--- src/rtl/mips_multicycle_control_pkg.sv ---
// Shared constants for the multicycle MIPS control path: opcode/funct codes,
// ALU control codes, mux encodings, FSM states and the per-state control word.
package mips_multicycle_control_pkg;

    localparam logic [5:0] OP_R    = 6'b000000;
    localparam logic [5:0] OP_LW   = 6'b100011;
    localparam logic [5:0] OP_SW   = 6'b101011;
    localparam logic [5:0] OP_BEQ  = 6'b000100;
    localparam logic [5:0] OP_BNE  = 6'b000101;
    localparam logic [5:0] OP_ADDI = 6'b001000;
    localparam logic [5:0] OP_J    = 6'b000010;

    localparam logic [5:0] FN_ADD = 6'b100000;
    localparam logic [5:0] FN_SUB = 6'b100010;
    localparam logic [5:0] FN_AND = 6'b100100;
    localparam logic [5:0] FN_OR  = 6'b100101;
    localparam logic [5:0] FN_SLT = 6'b101010;

    localparam logic [2:0] ALU_ADD = 3'b001;
    localparam logic [2:0] ALU_SUB = 3'b101;
    localparam logic [2:0] ALU_AND = 3'b011;
    localparam logic [2:0] ALU_OR  = 3'b010;
    localparam logic [2:0] ALU_SLT = 3'b100;

    localparam logic [1:0] SRCB_B     = 2'b00;
    localparam logic [1:0] SRCB_FOUR  = 2'b01;
    localparam logic [1:0] SRCB_IMM   = 2'b10;
    localparam logic [1:0] SRCB_BRIMM = 2'b11;

    localparam logic [1:0] PCSRC_ALU    = 2'b00;
    localparam logic [1:0] PCSRC_ALUOUT = 2'b01;
    localparam logic [1:0] PCSRC_JUMP   = 2'b10;

    typedef enum logic [1:0] {
        ALUOP_ADD   = 2'b00,
        ALUOP_SUB   = 2'b01,
        ALUOP_FUNCT = 2'b10
    } aluop_t;

    typedef enum logic [3:0] {
        S_FETCH   = 4'd0,
        S_DECODE  = 4'd1,
        S_MEMADR  = 4'd2,
        S_MEMRD   = 4'd3,
        S_MEMWB   = 4'd4,
        S_MEMWR   = 4'd5,
        S_EXECUTE = 4'd6,
        S_ALUWB   = 4'd7,
        S_BRANCH  = 4'd8,
        S_ADDIEX  = 4'd9,
        S_ADDIWB  = 4'd10,
        S_JEX     = 4'd11
    } state_t;

    // alu_en gates alu_control so states that do not use the ALU drive zero.
    typedef struct packed {
        logic       pc_write;
        logic       branch;
        logic       branch_ne;
        logic       i_or_d;
        logic       mem_write;
        logic       ir_write;
        logic       reg_dst;
        logic       mem_to_reg;
        logic       reg_write;
        logic       alu_src_a;
        logic [1:0] alu_src_b;
        logic       alu_en;
        logic [1:0] pc_src;
        logic       illegal;
    } ctrl_t;

    function automatic logic op_supported(input logic [5:0] op);
        return op inside {OP_R, OP_LW, OP_SW, OP_BEQ, OP_BNE, OP_ADDI, OP_J};
    endfunction

endpackage

--- src/rtl/mips_multicycle_control_if.sv ---
// Control-path bundle between the main FSM (master) and the datapath (slave).
interface mips_multicycle_control_if;
    logic [5:0] opcode;
    logic [5:0] funct;
    logic       zero;
    logic       mem_ready;
    logic       pc_en;
    logic       i_or_d;
    logic       mem_write;
    logic       ir_write;
    logic       reg_dst;
    logic       mem_to_reg;
    logic       reg_write;
    logic       alu_src_a;
    logic [1:0] alu_src_b;
    logic [2:0] alu_control;
    logic [1:0] pc_src;
    logic       illegal;

    modport master (
        input  opcode, funct, zero, mem_ready,
        output pc_en, i_or_d, mem_write, ir_write, reg_dst, mem_to_reg,
               reg_write, alu_src_a, alu_src_b, alu_control, pc_src, illegal
    );

    modport slave (
        output opcode, funct, zero, mem_ready,
        input  pc_en, i_or_d, mem_write, ir_write, reg_dst, mem_to_reg,
               reg_write, alu_src_a, alu_src_b, alu_control, pc_src, illegal
    );
endinterface

--- src/rtl/mips_multicycle_control_alu_decoder.sv ---
// ALU decoder: maps aluop (and funct for R-type) to the 3-bit ALU control code.
module alu_decoder
    import mips_multicycle_control_pkg::*;
(
    input  aluop_t     i_aluop,
    input  logic [5:0] i_funct,
    output logic [2:0] o_alu_control,
    output logic       o_funct_illegal
);
    always_comb begin
        o_alu_control   = ALU_ADD;
        o_funct_illegal = 1'b0;
        case (i_aluop)
            ALUOP_SUB: o_alu_control = ALU_SUB;
            ALUOP_FUNCT: begin
                case (i_funct)
                    FN_ADD:  o_alu_control = ALU_ADD;
                    FN_SUB:  o_alu_control = ALU_SUB;
                    FN_AND:  o_alu_control = ALU_AND;
                    FN_OR:   o_alu_control = ALU_OR;
                    FN_SLT:  o_alu_control = ALU_SLT;
                    default: o_funct_illegal = 1'b1;
                endcase
            end
            default: ;
        endcase
    end
endmodule

--- src/rtl/mips_multicycle_control.sv ---
// Main control FSM of the multicycle MIPS: state register, next-state logic,
// Moore output decode and the PC enable combine.
module mips_multicycle_control
    import mips_multicycle_control_pkg::*;
#(
    parameter bit HONOR_MEM_READY = 1'b1
) (
    input  logic                       clk,
    input  logic                       reset,
    mips_multicycle_control_if.master  bus
);
    state_t     r_state;
    state_t     w_next;
    ctrl_t      w_c;
    aluop_t     w_aluop;
    logic [2:0] w_alu_control;
    logic       w_funct_illegal;
    logic       w_ready;

    assign w_ready = HONOR_MEM_READY ? bus.mem_ready : 1'b1;

    // aluop depends on state only, keeping funct_illegal free of feedback loops.
    assign w_aluop = (r_state == S_EXECUTE) ? ALUOP_FUNCT :
                     (r_state == S_BRANCH)  ? ALUOP_SUB   : ALUOP_ADD;

    alu_decoder u_alu_dec (
        .i_aluop        (w_aluop),
        .i_funct        (bus.funct),
        .o_alu_control  (w_alu_control),
        .o_funct_illegal(w_funct_illegal)
    );

    always_comb begin
        w_next = S_FETCH;
        case (r_state)
            S_FETCH:   w_next = w_ready ? S_DECODE : S_FETCH;
            S_DECODE: begin
                case (bus.opcode)
                    OP_LW, OP_SW:   w_next = S_MEMADR;
                    OP_R:           w_next = S_EXECUTE;
                    OP_BEQ, OP_BNE: w_next = S_BRANCH;
                    OP_ADDI:        w_next = S_ADDIEX;
                    OP_J:           w_next = S_JEX;
                    default:        w_next = S_FETCH;
                endcase
            end
            S_MEMADR:  w_next = (bus.opcode == OP_LW) ? S_MEMRD : S_MEMWR;
            S_MEMRD:   w_next = w_ready ? S_MEMWB : S_MEMRD;
            S_MEMWR:   w_next = w_ready ? S_FETCH : S_MEMWR;
            S_EXECUTE: w_next = w_funct_illegal ? S_FETCH : S_ALUWB;
            S_ADDIEX:  w_next = S_ADDIWB;
            default:   w_next = S_FETCH;
        endcase
    end

    always_ff @(posedge clk) begin
        if (reset) r_state <= S_FETCH;
        else       r_state <= w_next;
    end

    // Reset forces the whole control word to zero, so no write fires that cycle.
    always_comb begin
        w_c = '0;
        if (!reset) begin
            case (r_state)
                S_FETCH: begin
                    w_c.alu_src_b = SRCB_FOUR;
                    w_c.alu_en    = 1'b1;
                    w_c.ir_write  = w_ready;
                    w_c.pc_write  = w_ready;
                end
                S_DECODE: begin
                    w_c.alu_src_b = SRCB_BRIMM;
                    w_c.alu_en    = 1'b1;
                    w_c.illegal   = !op_supported(bus.opcode);
                end
                S_MEMADR, S_ADDIEX: begin
                    w_c.alu_src_a = 1'b1;
                    w_c.alu_src_b = SRCB_IMM;
                    w_c.alu_en    = 1'b1;
                end
                S_MEMRD:  w_c.i_or_d = 1'b1;
                S_MEMWB: begin
                    w_c.mem_to_reg = 1'b1;
                    w_c.reg_write  = 1'b1;
                end
                S_MEMWR: begin
                    w_c.i_or_d    = 1'b1;
                    w_c.mem_write = 1'b1;
                end
                S_EXECUTE: begin
                    w_c.alu_src_a = 1'b1;
                    w_c.alu_src_b = SRCB_B;
                    w_c.alu_en    = 1'b1;
                    w_c.illegal   = w_funct_illegal;
                end
                S_ALUWB: begin
                    w_c.reg_dst   = 1'b1;
                    w_c.reg_write = 1'b1;
                end
                S_BRANCH: begin
                    w_c.alu_src_a = 1'b1;
                    w_c.alu_en    = 1'b1;
                    w_c.pc_src    = PCSRC_ALUOUT;
                    w_c.branch    = (bus.opcode == OP_BEQ);
                    w_c.branch_ne = (bus.opcode == OP_BNE);
                end
                S_ADDIWB: w_c.reg_write = 1'b1;
                S_JEX: begin
                    w_c.pc_src   = PCSRC_JUMP;
                    w_c.pc_write = 1'b1;
                end
                default: ;
            endcase
        end
    end

    assign bus.pc_en       = w_c.pc_write | (w_c.branch & bus.zero) | (w_c.branch_ne & ~bus.zero);
    assign bus.i_or_d      = w_c.i_or_d;
    assign bus.mem_write   = w_c.mem_write;
    assign bus.ir_write    = w_c.ir_write;
    assign bus.reg_dst     = w_c.reg_dst;
    assign bus.mem_to_reg  = w_c.mem_to_reg;
    assign bus.reg_write   = w_c.reg_write;
    assign bus.alu_src_a   = w_c.alu_src_a;
    assign bus.alu_src_b   = w_c.alu_src_b;
    assign bus.alu_control = w_c.alu_en ? w_alu_control : 3'b000;
    assign bus.pc_src      = w_c.pc_src;
    assign bus.illegal     = w_c.illegal;
endmodule

--- src/flat_wrapper.sv ---
// flat-port wrapper written by rule: the top's interface ports become plain ports
module mips_multicycle_control_flat import mips_multicycle_control_pkg::*;
#(
    parameter bit HONOR_MEM_READY = 1'b1
)
  (clk, reset, bus_opcode, bus_funct, bus_zero, bus_mem_ready, bus_pc_en, bus_i_or_d, bus_mem_write, bus_ir_write, bus_reg_dst, bus_mem_to_reg, bus_reg_write, bus_alu_src_a, bus_alu_src_b, bus_alu_control, bus_pc_src, bus_illegal);
  mips_multicycle_control_if bus_i ();
  input  logic clk;
  input  logic reset;
  input wire logic [$bits(bus_i.opcode)-1:0] bus_opcode;
  input wire logic [$bits(bus_i.funct)-1:0] bus_funct;
  input wire logic [$bits(bus_i.zero)-1:0] bus_zero;
  input wire logic [$bits(bus_i.mem_ready)-1:0] bus_mem_ready;
  output wire logic [$bits(bus_i.pc_en)-1:0] bus_pc_en;
  output wire logic [$bits(bus_i.i_or_d)-1:0] bus_i_or_d;
  output wire logic [$bits(bus_i.mem_write)-1:0] bus_mem_write;
  output wire logic [$bits(bus_i.ir_write)-1:0] bus_ir_write;
  output wire logic [$bits(bus_i.reg_dst)-1:0] bus_reg_dst;
  output wire logic [$bits(bus_i.mem_to_reg)-1:0] bus_mem_to_reg;
  output wire logic [$bits(bus_i.reg_write)-1:0] bus_reg_write;
  output wire logic [$bits(bus_i.alu_src_a)-1:0] bus_alu_src_a;
  output wire logic [$bits(bus_i.alu_src_b)-1:0] bus_alu_src_b;
  output wire logic [$bits(bus_i.alu_control)-1:0] bus_alu_control;
  output wire logic [$bits(bus_i.pc_src)-1:0] bus_pc_src;
  output wire logic [$bits(bus_i.illegal)-1:0] bus_illegal;
  assign bus_i.opcode = bus_opcode;
  assign bus_i.funct = bus_funct;
  assign bus_i.zero = bus_zero;
  assign bus_i.mem_ready = bus_mem_ready;
  assign bus_pc_en = bus_i.pc_en;
  assign bus_i_or_d = bus_i.i_or_d;
  assign bus_mem_write = bus_i.mem_write;
  assign bus_ir_write = bus_i.ir_write;
  assign bus_reg_dst = bus_i.reg_dst;
  assign bus_mem_to_reg = bus_i.mem_to_reg;
  assign bus_reg_write = bus_i.reg_write;
  assign bus_alu_src_a = bus_i.alu_src_a;
  assign bus_alu_src_b = bus_i.alu_src_b;
  assign bus_alu_control = bus_i.alu_control;
  assign bus_pc_src = bus_i.pc_src;
  assign bus_illegal = bus_i.illegal;
  mips_multicycle_control #(.HONOR_MEM_READY(HONOR_MEM_READY)) u_core (.clk(clk), .reset(reset), .bus(bus_i));
endmodule
--- config.mk ---
export PLATFORM = sky130hd
export DESIGN_NAME = mips_multicycle_control_flat
export DESIGN_NICKNAME = d
export VERILOG_FILES = /design/src/rtl/mips_multicycle_control_pkg.sv /design/src/rtl/mips_multicycle_control_if.sv /design/src/rtl/mips_multicycle_control_alu_decoder.sv /design/src/rtl/mips_multicycle_control.sv /design/src/flat_wrapper.sv
export SDC_FILE = /design/constraint.sdc
export NUM_CORES = 1
export LEC_CHECK = 0
export CAP_MARGIN = 20
export CORE_MARGIN = 2
export CORE_UTILIZATION = 25
export CTS_BUF_LIST = sky130_fd_sc_hd__clkbuf_8
export CTS_CLUSTER_SIZE = 20
export DETAILED_ROUTE_END_ITERATION = 6
export SETUP_SLACK_MARGIN = 0.05
export SLEW_MARGIN = 20
export SYNTH_ARGS = -nofsm -noshare
export SYNTH_HDL_FRONTEND = slang
export SYNTH_SLANG_ARGS = --single-unit
--- constraint.sdc ---
create_clock -name clk -period 1.3 [get_ports clk]
set_input_delay 0.26 -clock clk [delete_from_list [all_inputs] [get_ports clk]]
set_output_delay 0.26 -clock clk [all_outputs]
set_load 0.01 [all_outputs]
==> results by stage <==
Synth:
- The number of register bits inferred by synthesis is 4.
- In this run the cell area of the synthesized design comes to 713 um^2.
- The share of Yosys cell area claimed by the top area cell type is 11.2%.
- The count of different cell masters after synthesis is 39.
- The average instance in the mapped netlist occupies 6.67 um^2.
- Sorting the synthesized cells by area gives the leading types as dfxtp_1 11%, nor2_1 8.9%, nor4_1 6.1%, nor3_1 5.6%, buf_2 4.9%.
- The Yosys step of the flow raised 0 warnings.
- The sequential area share after synthesis is 11.2%.
- The biggest area contributor in the post-synthesis netlist is dfxtp_1.
- The count of mapped cells out of synthesis is 107.
- The number of nets in the synthesized netlist is 123.

CTS:
- The clock net in this run drives a total of 4 sinks.
- After clock tree synthesis, the clock-pin slew on the worst setup and hold paths is 0.03 ns.
- The hold-fix buffer count after cts is 0.
- Buffers inserted during clock tree synthesis total 3.
- The number of levels in the clock H-tree is 1.
- TritonCTS built the clock tree.
- The number of buffers on the longest clock path is 2.
- The insertion delay to the later sink of the worst-skew pair is 0.22 ns.
- The buffer type at the clock tree root is clkbuf_8.

Status:
- The flow ran to the end, but the final reports show violations.
- The final reports fail on setup timing.

GRT:
- The largest net degree at the start of global routing is 12.
- The via count of the first global-routing pass came to 1254.
- The combined global-route utilization of all metal layers is 21.6%.
- The total congestion overflow is 0.
- The initial antenna violation count is 0.
- The first global-routing pass estimated 5610 um of wire.

Placement:
- Detailed placement finished with a half-perimeter wire length of 2200 um.
- Prior to clock tree synthesis, the placed netlist has a worst setup slack of -1.16 ns.
- The final weighted congestion in routability-driven placement is 0.850.
- The number of port buffers is 31.

Timing:
- The slew of the pin with the lowest slew margin is 0.291 ns.
- The setup TNS after final layout is -5.52 ns.
- The minimum setup slack in the final design is -0.445 ns.
- Headroom to the max-slew limit came out at 80.4%.
- Setup violations remaining at the end of the flow were counted as 19.
- The max-slew violation count was 0.
- Setup repair after global routing could not meet its margin everywhere.
- The maximum frequency from static timing analysis is 0.573 GHz.
- The share of the clock period used by the worst path after layout is 134%.
- The count of endpoints failing hold in the final timing report is 0.
- The minimum period implied by the final worst setup slack is 1.75 ns.
- The clock arrives with 0.00181 ns of skew.
- The worst hold slack is 0.603 ns.

Cells and area:
- The flip-flop count of the largest register, all copies and words added is 4.
- u_core.r_state holds more flip-flops than any other register.
- Of the cells placed in the final design, the portion with a size suffix greater than 1 is 73.3%.
- The commonest non-fill, non-tap cell in the layout is buf_4.
- The area overhead of the layout relative to synthesis is 167%.
- In the final layout, the registers with the most flip-flops are u_core.r_state (4).
- The library cells used most frequently in the layout, excluding fill and tap cells, are 41 x buf_4, 26 x buf_6, 13 x buf_2, 9 x nor2_1.
- For this run, the post-layout net count is 213.
- The antenna cell count is 0.

Die:
- The width of the die is 57.4 um.
- The initial standard-cell utilization of the core is 26.1%.
- The area of the die is 0.00330 mm^2.
- The floorplan step set the die height to 57.4 um.
- The floorplan step defined a core boundary enclosing 0.00273 mm^2.
- During I/O placement, the number of pins put on the boundary was 32.
- The floorplan has 19 rows.

Run:
- The max capacitance violation total is 0.

Drt:
- After detailed routing, the average wire length per cell comes to 16.2 um.
- Dividing the detail-routed via count by the number of cells gives 5.62.
- The first detailed-routing pass ran for 4 iterations.
- In the routed design, unresolved DRC markers number 0.
- The wire length after detailed routing is 3660 um.
- The number of nets still failing antenna checks after routing is 0.
- The routed layout has 1269 vias.
- The detailed router finished its first iteration with 39 violations.

Critical path:
- The kind of cell with the highest combined delay along the critical path is simple AND/OR/NAND/NOR gates.
- At the worst endpoint, the arrival time is 1.49 ns.
- At the worst endpoint, the required time is 1.04 ns.
- The number of cells on the worst reg-to-reg path is 6.
- The largest fanout on the critical path is 4.
- The kind of launch point of the worst setup path is a register.
- The combined buffer and inverter count along the critical path is 1.
- On the worst path, the slowest cell contributes a delay of 0.38 ns.
- Counting buffers and inverters, the worst setup path is 4 cells deep.
- The critical setup path kind is register to output pin.
- Traced cell by cell, the critical path runs through or3b_4 > or2_4 > nor4_4 > buf_2.
- The cell with the biggest individual delay on the critical path is or3b_4.
- The worst setup path is captured at an output pin.

Pwr:
- VDD sags by at most 0.272 mV.
- The cell leakage power is 0.789 nW.
- The total power divided by cell area is 392 mW/mm^2.
- The power after layout is 0.745 mW.

Worst hold path:
- The path type of the worst min-delay path is input port to register.
- Along the worst hold path, the cell count comes to 5.
cells in the mapped netlist:
cell type / instances
nor2_1: 17
nor3_1: 8
buf_2: 7
nor4_1: 7
a21oi_1: 6
nand2b_1: 5
nor2b_1: 5
dfxtp_1: 4
a31oi_1: 3
nand2_1: 3
nand3_1: 3
nand4_1: 3
nor3b_1: 3
a311oi_1: 2
nor4_2: 2
nor4b_1: 2
o2111ai_1: 2
o31ai_1: 2
or3_1: 2
xor2_1: 2
a22o_1: 1
a22oi_1: 1
a41oi_1: 1
buf_1: 1
clkbuf_1: 1
inv_1: 1
mux2_4: 1
nand3b_1: 1
o211a_1: 1
o21a_1: 1
o21ai_0: 1
o21bai_1: 1
o311ai_0: 1
o32ai_1: 1
o41a_1: 1
or2_1: 1
or2b_1: 1
or3b_1: 1
xnor2_1: 1
stage by stage:
step | instances | area, um^2 | util (%)
2_1_floorplan | 107 | 836 | -
3_3_place_gp | 205 | 1450 | 53.1
3_5_place_dp | 205 | 1450 | 53.1
4_1_cts | 223 | 1760 | 64.2
5_1_grt | 226 | 1900 | 69.6
6_report | 226 | 1900 | 69.6
cells by family (layout without fill, tap and decap cells):
| kind of cell | count (synthesis) | in the layout | share of synthesized area, % |
|---|---|---|---|
| multiplexers | 1 | 1 | 2.10 |
| XOR/XNOR | 3 | 3 | 3.68 |
| AO/OA/AOI/OAI | 25 | 25 | 25.6 |
| buffers and inverters | 10 | 98 | 6.49 |
| flip-flops | 4 | 4 | 11.2 |
| AND/OR/NAND/NOR | 64 | 64 | 50.9 |
final cells by class:
type / count / area (um^2)
inverters: 1 / 3.75
flip-flops and latches: 4 / 95.1
multi-input cells: 93 / 937
clock buffers: 3 / 41.3
fillers: 184 / 832
repair buffers: 94 / 786
well taps: 31 / 38.8
final timing paths:
kind                                      endpoint               from  slack, ns
worst min register to register   u_core.r_state[2]  u_core.r_state[1]       0.75
worst max register to register   u_core.r_state[0]  u_core.r_state[2]      -0.15
worst min-delay path             u_core.r_state[1]      bus_opcode[0]       0.60
worst max-delay path            bus_alu_control[1]  u_core.r_state[2]      -0.45
power by group:
part | switching (mW) | internal, mW
Clock | 0.0682 | 0.198
Combinational | 0.165 | 0.188
Sequential | 0.00578 | 0.120
Total | 0.239 | 0.506
metal layers:
layer / vias to the layer above / global-route usage [%] / routed length (um)
li1: 597 / - / -
met1: 596 / 25.6 / 1470
met2: 62 / 41.2 / 1900
met3: 14 / 0.454 / 192
met4: 0 / 6.98 / 100
met5: - / 0 / 0
worst register-to-register path, delay by kind of cell, from the launching register on:
kind                   cells  cell delay (ns)
flip-flops                 1             0.35
AND/OR/NAND/NOR            1             0.37
AO/OA/AOI/OAI              2             0.27
buffers and inverters      3             0.41
repair_timing:
action | in CTS | in global routing
endpoints found under the setup margin | 20 | 20
resized for setup | 139 | 42
setup buffers | 15 | 6
cloned | 0 | 0
pin swaps | 24 | 19
(Power assumes the default switching activity.)
==> edit (config.mk and constraints unchanged) <==
Encoding of `state_t`: now one-hot (12 bits for 12 states).
--- a/src/rtl/mips_multicycle_control_pkg.sv
+++ b/src/rtl/mips_multicycle_control_pkg.sv
@@ -38,17 +38,17 @@
     } aluop_t;
 
-    typedef enum logic [3:0] {
-        S_FETCH   = 4'd0,
-        S_DECODE  = 4'd1,
-        S_MEMADR  = 4'd2,
-        S_MEMRD   = 4'd3,
-        S_MEMWB   = 4'd4,
-        S_MEMWR   = 4'd5,
-        S_EXECUTE = 4'd6,
-        S_ALUWB   = 4'd7,
-        S_BRANCH  = 4'd8,
-        S_ADDIEX  = 4'd9,
-        S_ADDIWB  = 4'd10,
-        S_JEX     = 4'd11
+    typedef enum logic [11:0] {
+        S_FETCH   = 12'b000000000001,
+        S_DECODE  = 12'b000000000010,
+        S_MEMADR  = 12'b000000000100,
+        S_MEMRD   = 12'b000000001000,
+        S_MEMWB   = 12'b000000010000,
+        S_MEMWR   = 12'b000000100000,
+        S_EXECUTE = 12'b000001000000,
+        S_ALUWB   = 12'b000010000000,
+        S_BRANCH  = 12'b000100000000,
+        S_ADDIEX  = 12'b001000000000,
+        S_ADDIWB  = 12'b010000000000,
+        S_JEX     = 12'b100000000000
     } state_t;
 
Check against the original RTL: no difference found for any inputs over 10 cycles, from zero or initial values and one cycle with reset high; not proved beyond that.
==> edit against the original RTL <==
Area after synthesis up 27%. Global-route usage decreased by 2.0 points. Combinational power grew 3%. Setup slack worse by 0.40 ns. Cell area is 18% higher. Via count up 0.47%. The run still ends with setup timing left. Non-clock buffer count grew 4. Routed wire length rose by 15%. Clock power increased by 59%. Power grew 56%. Cell count increased by 11%. Critical path type unchanged. Sequential cell count rose by 8.
==> edit: results <==
group,metric,value,unit
min_path,min_path_cells,2,
finish,top_regs,"u_core.r_state x12",
min_path,min_from,"bus_opcode[1]",
placement,pre_cts_ws,-1.189,ns
route,wl_per_cell,16.78,µm
pwr,vdd_drop_max,293.6,µV
critical_path,reg2reg_depth,9,
placement,place.gp.congestion,0.8896,
placement,place_hpwl,2636,µm
timing,setup_violations,28,
clock_network,clk_pin_slew,0.06,ns
synth,ys_seq_area_frac,0.2659,
finish,nets,221,
status,status,"finished, violations left",
pwr,total_leakage_power,0.8891,nW
timing,holdWs,0.4894,ns
critical_path,rr_endpoint,"u_core.r_state[11]",
timing,clock-skew-final,0.0007463,ns
synth,synth_cell_type_count,42,
timing,setup_slack,-0.8496,ns
critical_path,r2r_slack,-0.79,ns
route,drt_iter0_drc,34,
min_path,holdPathEnd,"u_core.r_state[11]",
grt,grt_max_degree,21,
finish,drive_gt1_frac,0.7304,
grt,grt_pass1_wl,6237,µm
status,violations,"setup timing",
critical_path,rr_startpoint,"u_core.r_state[8]",
[edit: cell count changes after synthesis, sizes merged, moves of 3 or more]
| cell | delta |
|---|---|
| nand3 | +6 |
| buf | -7 |
| nand2b | -3 |
| nor4 | -5 |
| nor2 | -6 |
| nor4b | +6 |
| dfxtp | +8 |
[edit: routing by layer]
| layer | track usage | part of all wire | up-vias | wire (µm) |
|---|---|---|---|---|
| li1 | - | - | 618 | - |
| met1 | 0.2312 | 0.41 | 622 | 1738 |
| met2 | 0.3672 | 0.55 | 31 | 2299 |
| met3 | 0.007042 | 0.027 | 4 | 114 |
| met4 | 0.07979 | 0.010 | 0 | 42 |
| met5 | 0 | 0 | - | 0 |
[edit: logic make-up after synthesis]
| group | synth area share |
|---|---|
| AOI/OAI and AO/OA | 0.1551 |
| muxes | 0.01108 |
| and+or+nand+nor | 0.5263 |
| buffers and inverters | 0.02216 |
| xor gates and xnor gates | 0.01939 |
| DFF | 0.2659 |
[edit: through the flow]
stage	utilization	area, µm²	cells
final	0.6579	2247	250
after global routing	0.6579	2247	250
after CTS	0.5985	2044	244
after detailed placement	0.5048	1724	227
after global placement	0.5048	1724	227
after floorplan	-	1011	105
[edit: final cells by class]
type / count / area, µm²
repair buffers: 98 / 838.3
clock buffers: 4 / 55.05
inverters: 2 / 7.507
fillers: 278 / 1169
well taps: 46 / 57.56
multi-input cells: 88 / 1033
flip-flops and latches: 12 / 255.2
[edit: worst max-delay path: stages (launching register included)]
cell and delay, ns:
dfxtp_2 0.33, nor4_4 0.31, buf_4 0.20, buf_6 0.11, and4_4 0.22, nor3b_4 0.24
a211o_1 0.12, buf_2 0.12
[edit: worst max-delay path by stage]
stage	depth (start not counted)	slack (ns)	startpoint	end
after global routing	7	-0.91	u_core.r_state[8]	bus_pc_en
after floorplan	5	-0.47	u_core.r_state[8]	bus_reg_write
final	7	-0.85	u_core.r_state[8]	bus_pc_en
after detailed placement	6	-1.19	bus_opcode[1]	bus_pc_en
after global placement	6	-1.18	bus_opcode[1]	bus_illegal
after CTS	6	-0.82	u_core.r_state[1]	bus_reg_dst
[edit: what timing repair did]
item                       4_1_cts  5_1_grt
gates resized for setup        116       33
buffers inserted                13        9
cloned                           0        0
setup endpoints to repair       28       28
pin swaps                       15       16
hold endpoints to repair         0        0
[edit: where the power goes]
part           switching [mW]  total [mW]  internal (mW)
Clock                   0.154       0.422          0.268
Sequential            0.00805       0.378          0.370
Combinational           0.168       0.365          0.197
